[config.mk]
export PLATFORM = sky130hd
export DESIGN_NAME = ring_monitor_flat
export DESIGN_NICKNAME = d
export VERILOG_FILES = /design/src/rtl/ring_pkg.sv /design/src/rtl/ring_monitor_if.sv /design/src/rtl/ring_monitor_phase_enc.sv /design/src/rtl/ring_monitor.sv /design/src/flat_wrapper.sv
export SDC_FILE = /design/constraint.sdc
export NUM_CORES = 1
export LEC_CHECK = 0
export ABC_AREA = 1
export CAP_MARGIN = 15
export CORE_MARGIN = 8
export CORE_UTILIZATION = 45
export CTS_BUF_LIST = sky130_fd_sc_hd__clkbuf_4 sky130_fd_sc_hd__clkbuf_8 sky130_fd_sc_hd__clkbuf_16
export CTS_CLUSTER_SIZE = 40
export DETAILED_ROUTE_END_ITERATION = 16
export GPL_ROUTABILITY_DRIVEN = 0
export GPL_TIMING_DRIVEN = 0
export HOLD_SLACK_MARGIN = 0.02
export PLACE_DENSITY_LB_ADDON = 0.3
export SLEW_MARGIN = 40
export SYNTH_ARGS = -nofsm -noshare
export SYNTH_HDL_FRONTEND = slang
export SYNTH_SLANG_ARGS = --single-unit
export TNS_END_PERCENT = 50
[constraint.sdc]
create_clock -name clk -period 2.4 [get_ports clk]
set_clock_uncertainty 0.05 [all_clocks]
set_input_delay 0.48 -clock clk [delete_from_list [all_inputs] [get_ports clk]]
set_output_delay 0.48 -clock clk [all_outputs]
set_load 0.05 [all_outputs]
[src/rtl/ring_pkg.sv]
// Shared types, constants and helpers for the ring counter monitor.
package ring_pkg;

    typedef enum logic [1:0] {
        RING_ACQUIRE = 2'd0,
        RING_LOCKED  = 2'd1,
        RING_FAULT   = 2'd2
    } ring_mon_state_t;

    localparam int unsigned RING_ERR_W = 8;
    // Widest ring the helpers accept; callers zero-extend narrower vectors.
    localparam int unsigned RING_MAX_W = 64;

    // True when exactly one bit is set.
    function automatic logic ring_is_onehot(input logic [RING_MAX_W-1:0] v);
        return $onehot(v);
    endfunction

    // Rotate a w-bit vector right by one (bit 0 wraps to bit w-1).
    function automatic logic [RING_MAX_W-1:0] ring_rotr(input logic [RING_MAX_W-1:0] v,
                                                        input int unsigned           w);
        logic [RING_MAX_W-1:0] r;
        r        = v >> 1;
        r[w-1]   = v[0];
        return r;
    endfunction

endpackage

[src/rtl/ring_monitor_if.sv]
// Monitor bus: sampled ring code plus clear in, decoded status out.
interface ring_monitor_if
    import ring_pkg::*;
#(
    parameter int unsigned WIDTH = 4,
    parameter int unsigned LAP_W = 8
);
    localparam int unsigned PHASE_W = $clog2(WIDTH);

    logic [WIDTH-1:0]      q;
    logic                  clear;
    logic [PHASE_W-1:0]    phase;
    logic                  phase_valid;
    logic                  locked;
    logic                  fault;
    logic                  lap_pulse;
    logic [LAP_W-1:0]      lap_count;
    logic [RING_ERR_W-1:0] err_count;

    modport master (
        output q, clear,
        input  phase, phase_valid, locked, fault, lap_pulse, lap_count, err_count
    );

    modport slave (
        input  q, clear,
        output phase, phase_valid, locked, fault, lap_pulse, lap_count, err_count
    );
endinterface

[src/rtl/ring_monitor_phase_enc.sv]
// Combinational one-hot to index encoder; index counted from the MSB.
module ring_phase_enc
    import ring_pkg::*;
#(
    parameter int unsigned WIDTH = 4
) (
    input  logic [WIDTH-1:0]         vec_i,
    output logic [$clog2(WIDTH)-1:0] idx_c_o,
    output logic                     valid_c_o
);
    localparam int unsigned IDX_W = $clog2(WIDTH);

    // Index of the set bit, forced to zero for any non-one-hot code.
    always_comb begin
        idx_c_o   = '0;
        valid_c_o = ring_is_onehot(RING_MAX_W'(vec_i));
        for (int unsigned i = 0; i < WIDTH; i++) begin
            if (vec_i[i]) idx_c_o = IDX_W'(WIDTH - 1 - i);
        end
        if (!valid_c_o) idx_c_o = '0;
    end
endmodule

[src/rtl/ring_monitor.sv]
// Ring counter sequence checker: phase decode, lock tracking, lap and error counts.
// Optional: RING_MONITOR_ERRCNT_EN keeps the saturating err_count; otherwise it is tied to 0.
module ring_monitor
    import ring_pkg::*;
#(
    parameter int unsigned WIDTH    = 4,
    parameter int unsigned LAP_W    = 8,
    parameter int unsigned LOCK_CNT = 2
) (
    input  logic           clk,
    input  logic           reset,
    ring_monitor_if.slave  bus
);
    localparam int unsigned PHASE_W = $clog2(WIDTH);
    localparam int unsigned STEP_W  = 4;
    localparam logic [1:0]  ST_ACQUIRE = 2'(RING_ACQUIRE);
    localparam logic [1:0]  ST_LOCKED  = 2'(RING_LOCKED);
    localparam logic [1:0]  ST_FAULT   = 2'(RING_FAULT);
    localparam logic [WIDTH-1:0] CODE_LAST  = WIDTH'(1);
    localparam logic [WIDTH-1:0] CODE_FIRST = {1'b1, {(WIDTH-1){1'b0}}};

    logic [1:0]            state_q, state_d;
    logic [STEP_W-1:0]     step_q, step_d;
    logic [WIDTH-1:0]      prev_q;
    logic [PHASE_W-1:0]    phase_q;
    logic                  phase_valid_q;
    logic                  lap_pulse_q, lap_pulse_d;
    logic [LAP_W-1:0]      lap_count_q, lap_count_d;
    logic [RING_ERR_W-1:0] err_q;
`ifdef RING_MONITOR_ERRCNT_EN
    logic [RING_ERR_W-1:0] err_d;
`endif

    logic [PHASE_W-1:0]    enc_idx;
    logic                  onehot;
    logic [WIDTH-1:0]      exp_code;
    logic                  advance, illegal, lap;

    ring_phase_enc #(.WIDTH(WIDTH)) u_enc (
        .vec_i     (bus.q),
        .idx_c_o   (enc_idx),
        .valid_c_o (onehot)
    );

    // Classify the current sample against the previous one.
    always_comb begin
        exp_code = WIDTH'(ring_rotr(RING_MAX_W'(prev_q), WIDTH));
        advance  = onehot && (bus.q == exp_code) && ring_is_onehot(RING_MAX_W'(prev_q));
        illegal  = !onehot || !((bus.q == exp_code) || (bus.q == prev_q));
        lap      = (prev_q == CODE_LAST) && (bus.q == CODE_FIRST);
    end

    // Next state and counter updates; clear overrides everything.
    always_comb begin
        state_d     = state_q;
        step_d      = step_q;
        lap_count_d = lap_count_q;
        lap_pulse_d = 1'b0;
`ifdef RING_MONITOR_ERRCNT_EN
        err_d       = err_q;
`endif
        case (state_q)
            ST_ACQUIRE: begin
                if (illegal) begin
                    step_d = '0;
                end else if (advance) begin
                    if (STEP_W'(step_q + STEP_W'(1)) >= STEP_W'(LOCK_CNT)) begin
                        state_d = ST_LOCKED;
                        step_d  = '0;
                    end else begin
                        step_d = STEP_W'(step_q + STEP_W'(1));
                    end
                end
            end
            ST_LOCKED: begin
                if (illegal) begin
                    state_d = ST_FAULT;
`ifdef RING_MONITOR_ERRCNT_EN
                    if (err_q != '1) err_d = RING_ERR_W'(err_q + RING_ERR_W'(1));
`endif
                end else if (lap) begin
                    lap_pulse_d = 1'b1;
                    lap_count_d = LAP_W'(lap_count_q + LAP_W'(1));
                end
            end
            ST_FAULT: begin
                if (onehot) begin
                    state_d = ST_ACQUIRE;
                    step_d  = '0;
                end
            end
            default: begin
                state_d = ST_ACQUIRE;
                step_d  = '0;
            end
        endcase
        if (bus.clear) begin
            state_d     = ST_ACQUIRE;
            step_d      = '0;
            lap_count_d = '0;
            lap_pulse_d = 1'b0;
`ifdef RING_MONITOR_ERRCNT_EN
            err_d       = '0;
`endif
        end
    end

    // State, history and registered outputs.
    always_ff @(posedge clk or negedge reset) begin
        if (!reset) begin
            state_q       <= ST_ACQUIRE;
            step_q        <= '0;
            prev_q        <= '0;
            phase_q       <= '0;
            phase_valid_q <= 1'b0;
            lap_pulse_q   <= 1'b0;
            lap_count_q   <= '0;
        end else begin
            state_q       <= state_d;
            step_q        <= step_d;
            prev_q        <= bus.q;
            phase_q       <= enc_idx;
            phase_valid_q <= onehot;
            lap_pulse_q   <= lap_pulse_d;
            lap_count_q   <= lap_count_d;
        end
    end

`ifdef RING_MONITOR_ERRCNT_EN
    // Saturating count of illegal events seen while locked.
    always_ff @(posedge clk or negedge reset) begin
        if (!reset) err_q <= '0;
        else        err_q <= err_d;
    end
`else
    assign err_q = '0;
`endif

    assign bus.phase       = phase_q;
    assign bus.phase_valid = phase_valid_q;
    assign bus.locked      = (state_q == ST_LOCKED);
    assign bus.fault       = (state_q == ST_FAULT);
    assign bus.lap_pulse   = lap_pulse_q;
    assign bus.lap_count   = lap_count_q;
    assign bus.err_count   = err_q;
endmodule

[src/flat_wrapper.sv]
// flat-port wrapper written by rule: the top's interface ports become plain ports
module ring_monitor_flat import ring_pkg::*;
#(
    parameter int unsigned WIDTH    = 4,
    parameter int unsigned LAP_W    = 8,
    parameter int unsigned LOCK_CNT = 2
)
  (clk, reset, bus_q, bus_clear, bus_phase, bus_phase_valid, bus_locked, bus_fault, bus_lap_pulse, bus_lap_count, bus_err_count);
  ring_monitor_if #(.WIDTH(WIDTH), .LAP_W(LAP_W)) bus_i ();
  input  logic clk;
  input  logic reset;
  input wire logic [$bits(bus_i.q)-1:0] bus_q;
  input wire logic [$bits(bus_i.clear)-1:0] bus_clear;
  output wire logic [$bits(bus_i.phase)-1:0] bus_phase;
  output wire logic [$bits(bus_i.phase_valid)-1:0] bus_phase_valid;
  output wire logic [$bits(bus_i.locked)-1:0] bus_locked;
  output wire logic [$bits(bus_i.fault)-1:0] bus_fault;
  output wire logic [$bits(bus_i.lap_pulse)-1:0] bus_lap_pulse;
  output wire logic [$bits(bus_i.lap_count)-1:0] bus_lap_count;
  output wire logic [$bits(bus_i.err_count)-1:0] bus_err_count;
  assign bus_i.q = bus_q;
  assign bus_i.clear = bus_clear;
  assign bus_phase = bus_i.phase;
  assign bus_phase_valid = bus_i.phase_valid;
  assign bus_locked = bus_i.locked;
  assign bus_fault = bus_i.fault;
  assign bus_lap_pulse = bus_i.lap_pulse;
  assign bus_lap_count = bus_i.lap_count;
  assign bus_err_count = bus_i.err_count;
  ring_monitor #(.WIDTH(WIDTH), .LAP_W(LAP_W), .LOCK_CNT(LOCK_CNT)) u_core (.clk(clk), .reset(reset), .bus(bus_i));
endmodule
---- Word-level counts from Yosys, hierarchy flattened ----
Index checks and enable logic that the tools add are counted.
cells by class
  order comparisons ....................... 1
  multiplexer cells ....................... 26
  reduce and logical (&&, ||, !) cells .... 13
  add/sub/neg operators ................... 8
  eq/ne operators ......................... 16
operators with widths
  operator                                                           count
  two-way mux 8 bit                                                  4
  two-way mux 2 bit                                                  11
  two-way mux 4 bit                                                  5
  == test 7 x 1 -> 1 bit, second input constant                      2
  != test 3 x 2 -> 1 bit, second input constant                      4
  case mux 4 bit (3 select lines)                                    1
  adder 1 x 1 -> 2 bit                                               4
  adder 8 x 1 -> 8 bit, second input constant                        1
  == test 4 bit                                                      2
  adder 7 x 2 -> 7 bit                                               1
  adder 7 bit                                                        1
  case mux 2 bit (3 select lines)                                    1
  AND reduction 3 bit                                                2
  AND reduction 5 bit                                                1
  adder 4 x 1 -> 4 bit, second input constant                        1
  == test 4 x 1 -> 1 bit, second input constant                      1
  == test 4 bit, second input constant                               1
  greater-or-equal comparator 4 x 2 -> 1 bit, second input constant  1
  two-way mux 1 bit                                                  4
  != test 2 bit, second input constant                               2
  != test 4 x 2 -> 1 bit, second input constant                      1
  nonzero test 2 bit                                                 2
  logical AND 1 bit                                                  3
  != test 3 bit, second input constant                               1
  5 further kinds                                                    7
storage, ports and cells
  output and inout bits ................... 22
  word-level logic and storage cells ...... 71
  input port bits ......................... 7
  bits in registers ....................... 22

---- Longest topological paths before layout ----
  word-level depth ........................ 9
  mapped depth ............................ 14
  gate-level depth less buffers ........... 14

---- By module ----
Synthesis repeated with hierarchy kept, for this count alone.
second synthesis, totals
  cell total of the unflattened synthesis .. 189
  area total of the unflattened synthesis .. 1497.7 um2
by module, submodules not included
  module          times used  seq. area each (um2)  area each (um2)  cells each
  ring_monitor    1           550.5                 1372.6           172
  ring_phase_enc  1           0.0                   125.1            17

---- Worst setup path before layout ----
OpenSTA, ideal clock, no wires.
  kind .................................... input -> register
  start point ............................. input port bus_q[0]
  end point ............................... register u_core.step_q[0]
  stages .................................. 13
  arrival ................................. 2205 ps
  library setup time ...................... 65 ps
  data required time ...................... 2285 ps
  setup slack ............................. 80 ps
  buffers on the path ..................... 0
  path through ............................ inv_1 > ha_1 > fa_1 > ha_1 > inv_1 > nand3_1 > nor2_1 > nand3_1 > nand2_1 > nor2_1 > nor2_2 > nand2_1 > nand2_1
on the way
  word-level cells in the longest chain between the ends .. 8
  elaborated cells between the ends (all ways) .. 17
  classes of those cells .................. add/sub: 2; eq/ne: 5; mux: 3; reduce/logical: 7
RTL lines
  what                                        RTL line             RTL
  start, declared                             flat_wrapper.sv:12   input wire logic [$bits(bus_i.q)-1:0] bus_q;
  adder 1 x 1 -> 2 bit (implied by the code)  ring_pkg.sv:16       return $onehot(v);
  adder 7 x 2 -> 7 bit (implied by the code)  ring_pkg.sv:16
  == test 7 x 1 -> 1 bit                      ring_pkg.sv:16
  logical NOT 1 bit                           ring_monitor.sv:49   illegal = !onehot || !((bus.q == exp_code) || (bus.q == prev_q));
  logical OR 1 bit                            ring_monitor.sv:49
  two-way mux 4 bit                           ring_monitor.sv:64   if (illegal) begin
  case mux 4 bit (3 select lines)             ring_monitor.sv:62   case (state_q)
  two-way mux 4 bit                           ring_monitor.sv:97   if (bus.clear) begin
  end signal, assigned                        ring_monitor.sv:120  step_q <= step_d;
  end, declared                               ring_monitor.sv:23   logic [STEP_W-1:0] step_q, step_d;
Several ways; a longest one is shown, not always the timed one.
A chain may end at the register's enable or synchronous reset.

---- Final worst setup path ----
  start point ............................. register u_core.state_q[1]
  end point ............................... output port bus_locked
on the way
  word-level cells in the longest chain between the ends .. 1
RTL lines
  what                    RTL line             RTL
  start, declared         ring_monitor.sv:22   logic [1:0] state_q, state_d;
  start signal, assigned  ring_monitor.sv:119  state_q <= state_d;
  == test 2 x 1 -> 1 bit  ring_monitor.sv:141  assign bus.locked = (state_q == ST_LOCKED);
  end, declared           flat_wrapper.sv:16   output wire logic [$bits(bus_i.locked)-1:0] bus_locked;
No other way between the ends.

==> metrics.md <==
| Metric | Value |
|---|---|
| Core Util, Final | `62.03%` |
| Detailed Route Iter0 Violations | `77` |
| Antenna cells | `0` |
| Biggest area consumer among synthesized cells | `dfrtp_1` |
| Mapped Cells | `192` |
| Initial Utilization | `47.76%` |
| TritonCTS clock tree | `built` |
| CP startpoint | `u_core.state_q[1]` |
| Vias per inst | `around 4.5` |
| Critical path type | `flop to output port` |
| Commonest non-fill, non-tap cell in the layout | `nand2_1` |
| Hold Path Class | `primary input to async pin` |
| Worst Path Arrival | `1.81 ns` |
| Total number of vias | `1250` |
| Lkg Pwr | `0.001002 µW` |
| Total wire length | `between 3000 and 4000 µm` |
| Commonest non-fill, non-tap cells in the layout | `nand2_1 (57), nor2_1 (23), dfrtp_1 (21)` |
| Clock Sinks | `22` |
| Clock transition at path regs | `0.13 ns` |
| # hold bufs at CTS | `0` |
| Final worst path period share | `97.37%` |
| First-pass iteration count of the detailed router | `4` |
| Final-stage net count | `255` |
| Input/output buffers | `19` |
| Peak supply drop | `0.1903 mV` |
| Fillers | `281` |
| Largest net degree at the start of global routing | `23` |
| Worst-margin pin slew | `approximately 0.50 ns` |
| CTS buffer count | `3` |
| Top cell type's share of synthesized area | `37.45%` |
| Outcome | `finished clean` |
| Ports | `29` |
| Remaining antenna violation count | `0` |
| Clock H-tree levels | `1` |
| Cell area after synthesis | `between 1000 and 1500 µm²` |
| Hpwl dp | `about 2300 µm` |
| CP Capture Type | `output port` |
| DRC violations left | `0` |
| Worst r2r src | `u_core.prev_q[0]` |
| Die Wd | `73.16 µm` |
| Slew HR | `66.37%` |
| Library cells used by synthesis | `26` |
| Mean Syn Cell Area | `7.657 µm²` |
| CTS Root Cell | `clkbuf_4` |
| Area growth syn-to-layout | `29.87%` |
| Total die area | `5352 µm²` |
| Fin. max-slew vios | `0` |
| Rows | `20` |
| Minimum clock period after layout | `2.337 ns` |
| Max Clock Freq | `approximately 0.43 GHz` |
| Total track usage | `11.62%` |
| Share of layout cells above drive strength 1 | `20.26%` |
| Crit Path Max Fanout | `3` |
| Clock tree buffer depth | `2` |
| Sequential-to-total area share from yosys stat | `between 30% and 40%` |
| Vias in the first global route | `1140` |
| Top post-synthesis cells by area | `dfrtp_1 (37%), nand2_1 (15%), ha_1 (11%), nor2_1 (6.1%), inv_1 (5.9%)` |
| First-pass GRT wire length | `4933 µm` |
| Pwr dens | `488.2 nW/µm²` |
| Die H | `73.16 µm` |
| Final setup fails | `0` |
| Final instance area | `1909 µm²` |
| Setup tns final | `0 ns` |
| Register bit total from synthesis | `22` |
| Placed Area | `roughly 1700 µm²` |
| Core area | `about 3100 µm²` |
| Synth warnings | `0` |
| Startpoint types | `flop` |
| Placed cells | `about 260` |
| Clock Latency Late Sink | `about 0.31 ns` |
| Final Hold Vio Count | `0` |
| CP required | `about 1.9 ns` |
| Post-DR wirelength/cell | `about 11 µm` |
| GRT Residual Overflow | `0` |
| Antenna violations before repair | `0` |
| Final std cells w/o fill | `~280` |
| MaxCap Viol Count | `0` |
cells in the mapped netlist, drive strengths merged:
cell and number:
xnor2 3, dfrtp 22, o21ai 3, nand3b 1, nor2 26, nor3 1
xor2 4, nand4 5, or2 1, conb 1, fa 2, a21oi 1
nand3 12, buf 10, nor4 1, nand2 60, inv 25, o21bai 1
ha 13
repair_timing:
action / 4_1_cts / 5_1_grt
hold endpoints to repair: 0 / 0
resized for setup: 11 / 12
pin swaps: 1 / 8
setup buffers: 0 / 10
setup endpoints to repair: 16 / 12
critical path, stage by stage (launching register included):
cell and delay (ns):
dfrtp_1 0.42, nor2_1 0.23, clkdlybuf4s50_1 0.85
per-layer routing:
layer,vias to the layer above,GRT usage (%),share of wire (%)
met2,21,20.16,49
met1,569,13.35,45
met5,-,0,0
met4,0,4.222,0.26
met3,2,2.885,5.5
li1,658,-,-
stage by stage:
| step | setup slack [ns] | hold WS, ns | power, µW |
|---|---|---|---|
| floorplan | 0.08045 | 0.1344 | 562.2 |
| global placement | -0.8123 | 0.4491 | 626.1 |
| detailed placement | -0.8037 | 0.4285 | 627.0 |
| CTS | 0.001085 | 0.06782 | 914.8 |
| global route | -0.03405 | 0.07438 | 983.7 |
| finish | 0.06309 | 0.06541 | 932.2 |
registers in the layout (all words and copies together), names as in the netlist:
register                cells
u_core.bus.lap_count        8
u_core.state_q              2
u_core.bus.phase            2
u_core.step_q               4
u_core.bus.phase_valid      1
u_core.prev_q               4
u_core.bus.lap_pulse        1
final cells by class:
| cell class | count | area, µm² | area share (%) |
|---|---|---|---|
| clock inverter | 1 | 30.03 | 1.573 |
| sequential | 22 | 551.8 | 28.90 |
| buffer | 10 | 76.32 | 3.997 |
| timing repair buffer | 29 | 254.0 | 13.30 |
| tap | 44 | 55.05 | 2.883 |
| inverter | 25 | 93.84 | 4.915 |
| clock buffer | 3 | 22.52 | 1.180 |
| multi-input combinational | 142 | 825.8 | 43.25 |
worst paths after layout:
path	end	slack, ns	cells past startpoint
setup / recovery	bus_locked	0.06	2
hold / removal	u_core.bus.lap_count[6]	0.07	1
setup reg to reg	u_core.step_q[0]	0.12	12
hold reg to reg	u_core.step_q[3]	0.48	2
max in group asynchronous	u_core.prev_q[0]	1.87	1
min in group clk	u_core.prev_q[0]	0.30	1
cell families (layout without fill, tap and decap cells):
| kind of cell | Yosys count | count (layout) | synth area share, % |
|---|---|---|---|
| compound gates | 5 | 5 | 1.872 |
| xor+xnor | 7 | 7 | 4.170 |
| fa+ha+maj | 15 | 15 | 13.79 |
| buf+inv | 35 | 68 | 11.57 |
| flops | 22 | 22 | 37.45 |
| other cells | 1 | 8 | 0.2551 |
| simple gates | 107 | 107 | 30.89 |
where the power goes:
part           total (µW)  switching (µW)  internal, µW  leakage (µW)
registers             400            14.8           385      0.000293
logic                 246             161          85.3      0.000681
clock network         286             117           169     0.0000279
Power figures use the tool's default switching activity.
==> RTL edit 1: new RTL, same flow settings <==
Add a define of `RING_MONITOR_ERRCNT_EN`.
--- a/src/rtl/ring_monitor.sv
+++ b/src/rtl/ring_monitor.sv
@@ -1,5 +1,7 @@
 // Ring counter sequence checker: phase decode, lock tracking, lap and error counts.
 // Optional: RING_MONITOR_ERRCNT_EN keeps the saturating err_count; otherwise it is tied to 0.
+`define RING_MONITOR_ERRCNT_EN
+
 module ring_monitor
     import ring_pkg::*;
 #(
Behaviour: not the same (a bounded check fails within 10 cycles, from zero or initial values and one cycle with reset low).
==> RTL edit 1 against the unedited design <==
  * Synthesized cell count grew 20%
  * Worst hold slack gained 0.26 ns
  * First-iteration DRC count grew 42%
  * Sequential cell count grew 8
  * Routed wire length grew 35%
  * Largest cell class unchanged
  * Critical endpoint unchanged
  * Highest routed layer unchanged
  * Power grew 66%
  * Combinational power grew 120%
  * Cell area grew 27%
  * Synthesized area grew 31%
  * Worst setup slack gained 0.067 ns
==> RTL edit 1: results (changes against the unedited design) <==
Placed design
The setup slack at placement was -0.842 ns (-0.0383 ns). The count of input and output buffers is 27 (+8).

Clocking
The number of clock buffers inserted by TritonCTS came to 5 (+2). The clock root buffer master is clkbuf_8. The clock slew at the register clock pins of the worst setup and hold paths is 0.07 ns (-0.06 ns). The insertion delay to the later sink of the worst-skew pair is 0.28 ns (-0.03 ns).

The depth of the CTS H-tree is 2 (+1).

Route
The detailed router's first-iteration violation count is 109 (+42%). The number of vias after detailed routing is 1646 (+32%). The sum of routed wire length over all layers is 4150 microns (+35%).

Synth
The share of the yosys chip area belonging to registers was 0.391 (+0.0164). The xor-xnor portion of the synthesized cell area came to 0.0547 (+0.0130). The area fraction in compound gates after synthesis is 0.0560 (+0.0373). The area share of fa/ha/maj cells after synthesis came to 0.112 (-0.0258). By count the netlist is led by 51 x nand2_1, 30 x dfrtp_1, 28 x nand3_1, 23 x inv_1, 23 x nor2_1.

The number of distinct library cells after synthesis is 32 (+23%).

Pwr
The worst ir drop on vdd is 0.307 mV (+61%). The leakage component of the power is 1.17 nW (+17%). The proportion of total power due to net switching came to 0.382 (+0.0680).

Hold path
The worst hold path class is in -> reg.

Run status
The flow ran to the end, and the final reports show no timing, DRC or antenna violations.

Final layout
The final-stage net count came to 297 (+16%). The share of cells above drive strength 1 is 0.158 (-0.0451).

GRT
The met3 global-route usage was 0.0419 (+0.0131). The total track usage is 0.133 (+0.0170). The via count of the first global-routing pass is 1518 (+33%). The global-route wire length before repair is 6980 microns (+42%). The met2 usage came to 0.197 (-0.00429).

Critical path
The largest stage delay on the critical path is 0.82 ns (-0.03 ns). The endpoint arrival time on the critical path is 1.74 ns (-0.07 ns). The maximum fanout along the worst path is 4 (+1).

STA
The slew at the pin closest to its max-slew limit was 0.506 ns (+0.00352 ns).
## RTL edit 1: logic make-up (layout without fill, tap and decap cells)
| logic type | Yosys count | count (layout) |
|---|---|---|
| buffers and inverters | 31 | 72 |
| AND/OR/NAND/NOR | 125 | 126 |
| adder cells (fa/ha/maj) | 16 | 16 |
| flip-flops | 30 | 30 |
| AO/OA/AOI/OAI | 17 | 17 |
| XOR/XNOR | 12 | 12 |
## RTL edit 1: repair_timing
action                                  CTS  global route
endpoints found under the hold margin     8             0
resized for setup                        13             7
pin swaps                                 2             3
cloned                                    0             1
setup buffers                             2             4
endpoints found under the setup margin   27            22
hold buffers                              1             0
## RTL edit 1: final cells by class
type                            count  area, sq um
Inverter                           27          104
Clock buffer                        6         82.6
Sequential cell                    30          751
Buffer                              4         27.5
Timing Repair Buffer               35          337
Tap cell                           50         62.6
Multi-Input combinational cell    171         1060
Fill cell                         368         1630
## RTL edit 1: layer usage
metal | up-vias | wire [microns]
met2 | 46 | 1820
li1 | 830 | -
met4 | 0 | 53
met1 | 764 | 2030
met5 | - | 0
met3 | 6 | 243
## RTL edit 1: power by group through the flow
stage | sequential [W] | clock (W) | combinational (W)
floorplan | 0.000664 | 0 | 0.000306
global placement | 0.000595 | 0 | 0.000514
detailed placement | 0.000596 | 0 | 0.000527
CTS | 0.000588 | 0.000415 | 0.000537
global route | 0.000593 | 0.000446 | 0.000600
finish | 0.000586 | 0.000409 | 0.000550
## RTL edit 1: worst paths after layout
path | startpoint | end | slack [ns] | depth (start not counted)
setup / recovery | u_core.state_q[1]$_DFFE_PN0P_ | bus_locked | 0.13 | 2
hold / removal | bus_q[1] | u_core.prev_q[1]$_DFF_PN0_ | 0.33 | 1
min in group asynchronous | reset | u_core.bus.lap_pulse$_DFF_PN0_ | 0.56 | 2
setup reg to reg | u_core.prev_q[0]$_DFF_PN0_ | u_core.state_q[0]$_DFFE_PN0P_ | 0.13 | 11
max in group asynchronous | reset | u_core.prev_q[3]$_DFF_PN0_ | 1.35 | 3
hold reg to reg | u_core.step_q[3]$_DFFE_PN0P_ | u_core.step_q[3]$_DFFE_PN0P_ | 0.46 | 2
## RTL edit 1: through the flow
| step | instances | power, W | area, sq um |
|---|---|---|---|
| floorplan | 231 | 0.000970 | 1920 |
| global placement | 308 | 0.00111 | 2250 |
| detailed placement | 309 | 0.00112 | 2280 |
| CTS | 318 | 0.00154 | 2380 |
| global route | 323 | 0.00164 | 2420 |
| finish | 323 | 0.00155 | 2420 |
==> RTL edit 2: new RTL, same flow settings <==
Made on the original files. Register the output `bus.fault`, without a reset; this adds one clock of latency there.
--- a/src/rtl/ring_monitor.sv
+++ b/src/rtl/ring_monitor.sv
@@ -139,7 +139,9 @@
     assign bus.phase       = phase_q;
     assign bus.phase_valid = phase_valid_q;
     assign bus.locked      = (state_q == ST_LOCKED);
-    assign bus.fault       = (state_q == ST_FAULT);
+    always_ff @(posedge clk) begin
+        bus.fault <= (state_q == ST_FAULT);
+    end
     assign bus.lap_pulse   = lap_pulse_q;
     assign bus.lap_count   = lap_count_q;
     assign bus.err_count   = err_q;
Function: changed (a bounded check fails within 10 cycles, from zero or initial values and one cycle with reset low).
==> RTL edit 2 against the unedited design <==
  * Final cell count rose by 1.1%
  * Critical path depth did not move
  * Synthesized area rose by 7.9%
  * First-iteration DRC count fell by 52%
  * Cell area rose by 0.52%
  * Synthesized cell count rose by 4.7%
  * Worst setup slack improved by 0.0029 ns
  * Sequential cell count rose by 1
  * Power fell by 14%
  * Routed wire length rose by 0.39%
  * Highest routed layer unchanged
==> RTL edit 2: results (changes against the unedited design) <==
Run status
The flow ran to the end, and the final reports show no timing, DRC or antenna violations.

Clocking
The number of clock buffers inserted by TritonCTS is 3 (unchanged). Clock-pin slew was measured on the worst setup and hold paths at ~0.14 ns. Clock tree synthesis selected as its root buffer the cell clkbuf_4. The insertion delay to the later sink of the worst-skew pair is approximately 0.32 ns. The depth of the CTS H-tree is 1 (unchanged). The number of buffers on the longest clock path is 2 (unchanged).

Placed design
The placed cell area is 1860 sq um (+6.8%). The count of input and output buffers is 19 (unchanged). The detailed placement HPWL is 2380 microns (+4.3%).

Route
The detailed router's first-iteration violation count is 37 (-52%). The number of vias after detailed routing came to 1280 (+2.4%). The iteration count of the initial detailed-routing pass is 4 (unchanged).

The sum of routed wire length over all layers was 3100 microns (+0.39%).

GRT
The total track usage is 0.119 (+0.00296). The number of antenna violations at the first check in global routing is 0 (unchanged). The global-route wire length before repair is 5260 microns (+6.6%).

The pin count of the biggest net entering global routing is 23 (unchanged). The aggregate global routing overflow is 0 (unchanged). The via count of the first global-routing pass is 1262 (+11%).

Synth
The number of enable flip-flop cells after synthesis is 0 (unchanged). The fraction of registers with async set or reset after synthesis was 0.957 (-0.0435). The number of distinct library cells after synthesis is 29 (+12%). After synthesis, the most frequently instantiated cells are 54 x nand2_1, 25 x inv_1, 24 x nor2_1, 22 x dfrtp_1, 14 x nand3_1. In the post-synthesis netlist, the biggest area contributors are dfrtp_1 35%, nand2_1 13%, ha_1 10%, inv_1 5.9%, nor2_1 5.7%. Yosys instantiated no cell more often than nand2_1.

The number of warnings reported in the yosys synthesis log was 0 (unchanged). The primary flip-flop cell chosen by synthesis mapping is dfrtp_1. The share of the yosys chip area belonging to registers is 0.360 (-0.0148).

Final layout
The number of flip-flops under the largest register name is 8 (unchanged). The count of inserted antenna diode cells was 0 (unchanged). The final-stage net count is 256 (+0.39%). The share of cells above drive strength 1 is 0.185 (-0.0180). The filler cell count came to 354 (+26%).

Critical path
The startpoint identified for the worst register-to-register timing path is u_core.prev_q[2]$_DFF_PN0_. The capture point of the worst reg-to-reg path is u_core.step_q[0]$_DFFE_PN0P_. Data on the critical path arrives at its endpoint at 1.80 ns. The maximum fanout along the worst path is 3 (unchanged). The depth of the worst register-to-register path is 11 (-1).

The worst setup slack for register-to-register paths is 0.18 ns (+0.06 ns).

Hold path
The worst hold path class is in -> async.

STA
The worst-case headroom to the max-slew limit came to 0.659 (-0.00443).

Job
The max-capacitance violation count is 0 (unchanged).

Pwr
The leakage component of the power was 1.05 nW (+4.4%). The total net switching power was 0.000271 W (-7.5%). The worst ir drop on vdd came to 0.279 mV (+47%).
==> RTL edit 2: worst max-delay path by stage <==
stage                             startpoint                           end  cells after the start
2_1_floorplan                       bus_q[0]  u_core.step_q[0]$_DFFE_PN0P_                     10
5_1_grt        u_core.state_q[1]$_DFFE_PN0P_                    bus_locked                      2
6_report       u_core.state_q[1]$_DFFE_PN0P_                    bus_locked                      2
4_1_cts                             bus_q[1]  u_core.step_q[0]$_DFFE_PN0P_                     12
3_5_place_dp                        bus_q[0]  u_core.step_q[0]$_DFFE_PN0P_                     12
3_3_place_gp                        bus_q[0]  u_core.step_q[0]$_DFFE_PN0P_                     12
==> RTL edit 2: repair_timing <==
action	CTS	global route
setup buffers	1	1
resized for setup	12	8
gates cloned	0	0
endpoints found under the setup margin	17	13
pin swaps	3	3
==> RTL edit 2: metrics by stage <==
| stage | setup TNS (ns) | setup WS, ns | hold slack [ns] | std cells |
|---|---|---|---|---|
| 5_1_grt | 0 | 0.000547 | 0.0911 | 279 |
| 4_1_cts | 0 | 0.00557 | 0.0676 | 278 |
| 3_3_place_gp | -11.61 | -0.848 | 0.411 | 273 |
| 3_5_place_dp | -12.17 | -0.877 | 0.419 | 273 |
| 2_1_floorplan | 0 | 0.0260 | 0.134 | 208 |
| 6_report | 0 | 0.0660 | 0.0488 | 279 |
==> RTL edit 2: layout make-up <==
type,count,area (sq um),share of cell area
Multi-Input combinational cell,146,888,0.463
Sequential cell,23,571,0.297
Tap cell,46,57.6,0.0300
Clock inverter,1,5.00,0.00261
Timing Repair Buffer,21,191,0.0997
Clock buffer,3,22.5,0.0117
Inverter,29,111,0.0580
Buffer,10,72.6,0.0378
==> RTL edit 2: power by group through the flow <==
| stage | clock (W) | sequential [W] | combinational, W |
|---|---|---|---|
| finish | 0.000186 | 0.000407 | 0.000209 |
| detailed placement | 0 | 0.000414 | 0.000195 |
| CTS | 0.000195 | 0.000407 | 0.000202 |
| global route | 0.000210 | 0.000409 | 0.000231 |
| global placement | 0 | 0.000414 | 0.000194 |
| floorplan | 0 | 0.000436 | 0.000119 |
==> RTL edit 2: kinds of logic (layout without fill, tap and decap cells) <==
family,after synthesis,count (layout),share of synthesized area
simple gates,112,112,0.343
buf+inv,39,64,0.116
flops,23,23,0.360
fa+ha+maj,15,15,0.128
compound gates,6,6,0.0237
xor+xnor,5,5,0.0276
other cells,1,8,0.00236
==> RTL edit 2: critical path, cell delays in order, from the launching register on <==
cell and delay, ns:
dfrtp_1 0.42, nor2_1 0.22, clkdlybuf4s50_1 0.85
==> RTL edit 2: layer usage <==
layer  vias up  global-route usage  wire [microns]  part of all wire
li1        670                   -               -                 -
met1       587               0.129            1350              0.44
met2        21               0.225            1580              0.51
met3         2              0.0289             147             0.047
met4         0              0.0277              18            0.0058
met5         -                   0               0                 0
